## config.mk

```make
export PLATFORM = sky130hd
export DESIGN_NAME = switch_led_ctrl
export DESIGN_NICKNAME = d
export VERILOG_FILES = /design/src/rtl/switch_led_ctrl.sv
export SDC_FILE = /design/constraint.sdc
export NUM_CORES = 1
export LEC_CHECK = 0
export CORE_MARGIN = 2
export CORE_UTILIZATION = 45
export DETAILED_ROUTE_END_ITERATION = 8
export GPL_ROUTABILITY_DRIVEN = 0
export PLACE_DENSITY = 0.62
export SYNTH_ARGS = -nofsm -noshare
export SYNTH_HDL_FRONTEND = slang
export SYNTH_SLANG_ARGS = --single-unit
```

## constraint.sdc

```tcl
create_clock -name clk -period 9.3 [get_ports clk]
set_input_delay 1.395 -clock clk [delete_from_list [all_inputs] [get_ports clk]]
set_output_delay 1.395 -clock clk [all_outputs]
set_load 0.005 [all_outputs]
```

## src/rtl/switch_led_ctrl.sv

```systemverilog
// Debounced switch bank driving an LED bank in one of four display modes
// (direct, blink, press-toggle, chase), using a shared blink timebase.
module switch_led_ctrl #(
  parameter int WIDTH           = 8,
  parameter int DEBOUNCE_CYCLES = 500000,
  parameter int BLINK_DIV       = 25000000
) (
  input  logic             clk,
  input  logic             rst,
  input  logic [WIDTH-1:0] switch,
  input  logic [1:0]       mode,
  output logic [WIDTH-1:0] led,
  output logic [WIDTH-1:0] sw_db,
  output logic             tick
);

  localparam int CW = $clog2(DEBOUNCE_CYCLES) + 1;
  localparam int DW = $clog2(BLINK_DIV);
  localparam logic [CW-1:0] CNT_MAX = CW'(DEBOUNCE_CYCLES - 1);
  localparam logic [DW-1:0] DIV_MAX = DW'(BLINK_DIV - 1);

  logic [WIDTH-1:0]         s1, s2;
  logic [WIDTH-1:0][CW-1:0] cnt;
  logic [WIDTH-1:0]         sw_q, rise, tgl, chase;
  logic [DW-1:0]            div;
  logic                     phase;

  always_ff @(posedge clk or posedge rst) begin
    if (rst) begin
      s1 <= '0;
      s2 <= '0;
    end else begin
      s1 <= switch;
      s2 <= s1;
    end
  end

  // A level must differ from sw_db for DEBOUNCE_CYCLES straight cycles; any return restarts it.
  always_ff @(posedge clk or posedge rst) begin
    if (rst) begin
      cnt   <= '0;
      sw_db <= '0;
    end else begin
      for (int i = 0; i < WIDTH; i++) begin
        if (s2[i] == sw_db[i]) begin
          cnt[i] <= '0;
        end else if (cnt[i] == CNT_MAX) begin
          sw_db[i] <= s2[i];
          cnt[i]   <= '0;
        end else begin
          cnt[i] <= cnt[i] + 1'b1;
        end
      end
    end
  end

  // div is zero in reset, so tick is low there without needing its own flop.
  assign tick = (div == DIV_MAX);

  always_ff @(posedge clk or posedge rst) begin
    if (rst) begin
      div   <= '0;
      phase <= 1'b0;
      chase <= WIDTH'(1);
    end else begin
      div   <= tick ? '0 : div + 1'b1;
      phase <= phase ^ tick;
      if (tick) chase <= (chase << 1) | (chase >> (WIDTH - 1));
    end
  end

  assign rise = sw_db & ~sw_q;

  always_ff @(posedge clk or posedge rst) begin
    if (rst) begin
      sw_q <= '0;
      tgl  <= '0;
    end else begin
      sw_q <= sw_db;
      tgl  <= tgl ^ rise;
    end
  end

  always_ff @(posedge clk or posedge rst) begin
    if (rst) begin
      led <= '0;
    end else begin
      case (mode)
        2'b00:   led <= sw_db;
        2'b01:   led <= sw_db & {WIDTH{phase}};
        2'b10:   led <= tgl;
        default: led <= chase & sw_db;
      endcase
    end
  end

endmodule

```

; Word level (Yosys, flattened, before mapping)
; Cells that the tools add are included.
; W data, S select, Z words.
[op_classes]
addsub = 9
multipliers = 0
n_div = 0
order_cmp = 0
n_eq_ne = 19
shifts = 0
mux = 18
n_bitwise = 15
n_reduce_logical = 9
[ops]
columns = op, n
row1 = $mux W20, 16
row2 = $add A20 B1 Y20 const B, 8
row3 = $eq A20 B19 Y1 const B, 8
row4 = $add A25 B1 Y25 const B, 1
row5 = $eq A25 B25 Y1 const B, 1
row6 = $mux W25, 1
row7 = $and A8 B8 Y8, 3
row8 = $pmux W8 S3, 1
row9 = $reduce_and A2 Y1, 8
row10 = $eq A1 B1 Y1, 8
row11 = $not A1 Y1, 8
row12 = $not A8 Y8, 1
row13 = $or A8 B1 Y8, 1
row14 = $xor A8 B8 Y8, 1
row15 = $eq A2 B1 Y1 const B, 1
row16 = $eq A2 B2 Y1 const B, 1
row17 = $logic_not A2 Y1, 1
row18 = $xor A1 B1 Y1, 1
[word_totals]
register_bits = 242
latch_bits = 0
ramBits = 0
romBits = 0
inputBits = 12
output_inout_bits = 17
word_cells = 94
n_memories = 0

; Longest topological paths before layout
[depth]
word_depth = 3
depth_mapped = 7
mapped_depth_nobuf = 5

; Least setup slack after synthesis
; No wires, ideal clock.
[synth_timing]
kind = reg-to-output
startpoint = reg div[2]
endpoint = out tick
t_arrival_ps = 1226
t_required_ps = 7905
setup_slack_ps = 6679
stages_incl_launch_ff = 5
n_path_buf = 1
path_cell_list = dfrtp_1 -> and4_1 -> clkbuf_1 -> nand2_1 -> nor4_1
[synth_between]
elab_chain_cells = 1
[synth_rtl]
columns = element, line_no
row1 = "start, declared", 25  ; logic [DW-1:0] div;
row2 = "start signal, assigned", 66  ; div <= tick ? '0 : div + 1'b1;
row3 = $eq A25 B25 Y1, 58  ; assign tick = (div == DIV_MAX);
row4 = "end, declared", 14  ; output logic tick
; No other way between the ends.

; Worst setup path after layout
; Same ends and word-level chain as after synthesis.

==> flow_results.org <==
** Die
- Measured along the y axis, the die boundary spans roughly 160 microns.
- During I/O placement, the number of pins put on the boundary was 29.
- The die covers 0.0265 sq mm.
- Die W :: around 160 microns
- Total core area :: between 0.02 and 0.025 sq mm
- The initial utilization of the core area, before any placement, comes to 45.5%.
- The floorplan has 58 rows.

** Synthesis
- Count of flip-flops with a built-in enable after synthesis :: 0
- Total number of yosys warnings :: 0
- After synthesis, the share of flip-flops with an asynchronous set or reset is between 90% and 100%.
- Post-synthesis sequential area ratio :: 53.4%
- After synthesis the cells add up to 0.0113 sq mm.
- Synth Instances :: 1112
- Synthesized area per cell :: slightly above 10 sq um
- Synthesis instantiated 50 different standard cells from the library.
- Synthesis inferred 242 register bits.
- Predominant post-synthesis flop cell :: sky130_fd_sc_hd__dfrtp_1
- Number of nets produced by synthesis :: 1133

** Final layout
- Multi-input gate area in the final layout :: 0.00508 sq mm
- Sequential cell area :: 0.00606 sq mm
- Antenna diode count :: 0
- Commonest non-fill, non-tap cell in the layout :: sky130_fd_sc_hd__dfrtp_1
- Final Core Density :: about 52%
- Final cell area excluding filler cells :: 0.0130 sq mm
- Area growth from synthesis to final layout :: 14.7%
- In the final design database the tool counted 1166 nets.
- Of the cells placed in the final design, the portion with a size suffix greater than 1 is roughly 8.1%.
- In the layout the commonest cells are sky130_fd_sc_hd__dfrtp_1 (241), sky130_fd_sc_hd__nor2_1 (128), sky130_fd_sc_hd__nand3_1 (66), sky130_fd_sc_hd__xor2_1 (65), sky130_fd_sc_hd__nand2_1 (62).
- Filler instances :: 2229

** Clocking
- Clock latency on the worst-skew pair :: 540 ps
- In this run the number of H-tree levels came out at 1.
- Number of buffers inserted for hold repair after clock tree synthesis :: 0
- CTS tree :: yes
- Cts bufs inserted :: 28
- CTS saw 242 sinks.
- CTS Root Buffer Type :: sky130_fd_sc_hd__clkbuf_16
- Clock transition time at the flip-flop clock pins of the worst setup and hold paths :: ~60 ps
- The clock passes through at most 3 buffers.
- Post-CTS resize count :: 0
- In this run the post-CTS setup repair buffer count came out at 0.

** Timing
- Final Slew Violations :: 0
- Subtracting the final worst setup slack from the clock period gives approximately 3700 ps.
- Fin Setup TNS :: 0 ps
- Worst hold-check slack :: 349 ps
- Timing would allow up to 271 MHz.
- Clock skew after layout :: 12.2 ps
- Post-route fraction of the period consumed by the critical path :: 39.7%
- Setup violations remaining at the end of the flow were counted as 0.
- Worst slew pin tran :: about 910 ps
- The final hold violation count was 0.
- Relative slew margins :: 39.1%
- Setup repair after global routing missed its margin :: false

** Run
- Across the run, the number of max-cap violations was 0.

** Critical path
- Broken down by cell family, the worst path's largest delay share belongs to simple AND/OR/NAND/NOR gates.
- The critical path runs through a total of 4 cells.
- Critical Path End Type :: output pin
- The critical path goes through and4_1 -> nand2_1 -> nor4_1 -> clkdlybuf4s50_1.
- For the worst setup path, the data required time is 7910 ps.
- Kind of start point of the critical path :: flip-flop
- Counting both buffers and inverters, the worst setup path holds a total of 1.
- Along the worst path, the maximum fanout reaches 12.
- Critical-path top delay cell :: sky130_fd_sc_hd__clkdlybuf4s50_1
- Largest incremental delay on the critical path :: 550 ps
- Internal reg-to-reg setup slack :: 6970 ps
- Worst Reg-to-Reg Cells :: 4
- Data arrives at the worst endpoint at 2300 ps.
- The worst setup path is of the reg2out kind.

** Routing
- Routed WL per cell :: between 10 and 15 microns
- Post-route ant nets :: 0
- In the routed layout, each cell is associated on average with a via count of 5.42.
- Number of iterations in the first detailed-routing pass :: 7
- Overall via count from detail_route :: 8108
- In this run, the number of DRC markers left after iteration 0 of detailed routing was 505.
- Final wirelength :: 21300 microns
- In the routed design, unresolved DRC markers number 0.

** Placement
- The count of buffers added on input and output ports is 28.
- The wire-length estimate of the detail-placed layout is 14000 microns.
- Post-placement cell area :: 0.0120 sq mm

** Power and ir drop
- Highest ir drop seen on vdd :: 0.123 mV
- For this design the ratio of total power to cell area is 179 mW/mm^2.
- For this design the static power due to leakage is between 5 and 6 nW.

** Hold path
- Worst min-delay path category :: reg2reg
- Counting instances, the worst hold path has a depth of 0.

** GRT
- The first global-routing pass estimated around 37000 microns of wire.
- Total grt overflow :: 0
- Total Routing Usage GR :: 16.6%
- The number of antenna violations at the first check in global routing is 0.
- The number of global-route vias before repair is 7730.
- Entering global routing, the biggest net connects between 100 and 150 pins.

** Status
- Run status :: complete, no violations
## final cells by class
type | instances | share of cell area (%)
flip-flops and latches | 242 | 46.5
well taps | 330 | 3.17
repair buffers | 37 | 2.67
multi-input cells | 813 | 39.0
inverters | 23 | 0.721
clock buffers | 36 | 6.08
clock inverters | 14 | 1.80
## sequential cells by signal, summed over array words and instances (netlist names)
| register | flops |
|---|---|
| cnt | 160 |
| div | 25 |
| chase | 8 |
| led | 8 |
| s1 | 8 |
| s2 | 8 |
| sw_db | 8 |
| sw_q | 8 |
| tgl | 8 |
| phase | 1 |
## layer usage
| metal | vias up | track usage, % | share of wire [%] |
|---|---|---|---|
| met2 | 109 | 27.1 | 46 |
| met4 | 0 | 4.10 | 2.0 |
| li1 | 4051 | - | - |
| met3 | 34 | 2.98 | 3.8 |
| met5 | - | 0 | 0 |
| met1 | 3914 | 23.0 | 48 |
## worst paths after layout
check | startpoint | endpoint
hold reg to reg | s1[0] | s2[0]
hold / removal | s1[0] | s2[0]
setup reg to reg | cnt[52] | cnt[45]
setup / recovery | div[2] | tick
min in group asynchronous | rst | cnt[90]
max in group asynchronous | rst | led[0]
## cells by family (layout without fill, tap and decap cells)
family | Yosys count | in the layout | share of synthesized area (%)
mux | 27 | 27 | 2.56
fa+ha+maj | 9 | 9 | 0.992
compound gates | 135 | 135 | 6.62
simple gates | 516 | 516 | 24.7
xor+xnor | 126 | 126 | 9.73
buf+inv | 57 | 110 | 2.02
flops | 242 | 242 | 53.4
## synth_stat cells, drive strengths merged, types with 11 or more instances
cell type	n	share of area, %
mux2	16	1.6
nand2	62	2.1
nor4	19	1.2
dfrtp	241	53
or4	26	1.8
xnor2	61	4.7
nand4	58	3.3
or3	32	1.8
inv	23	0.76
nor2	128	4.2
nor3	31	1.4
o21ai	58	2.6
mux2i	11	0.97
xor2	65	5.0
o31ai	15	0.99
clkbuf	26	0.87
and3	25	1.4
and4	22	1.7
nand3	66	2.9
a21oi	53	2.3
## per-stage QoR
stage | std cells | power, mW | setup WS, ps
after floorplan | 1112 | 1.14 | 1260
after global placement | 1445 | 1.16 | 5810
after detailed placement | 1445 | 1.16 | 5810
after CTS | 1495 | 2.36 | 5580
after global routing | 1495 | 2.41 | 5430
final | 1495 | 2.33 | 5610
## power breakdown
group          switching, mW  internal [mW]  total (mW)
registers             0.0118           1.07        1.08
clock network          0.428          0.763        1.19
logic                 0.0417         0.0172      0.0589
(Power assumes the default switching activity.)
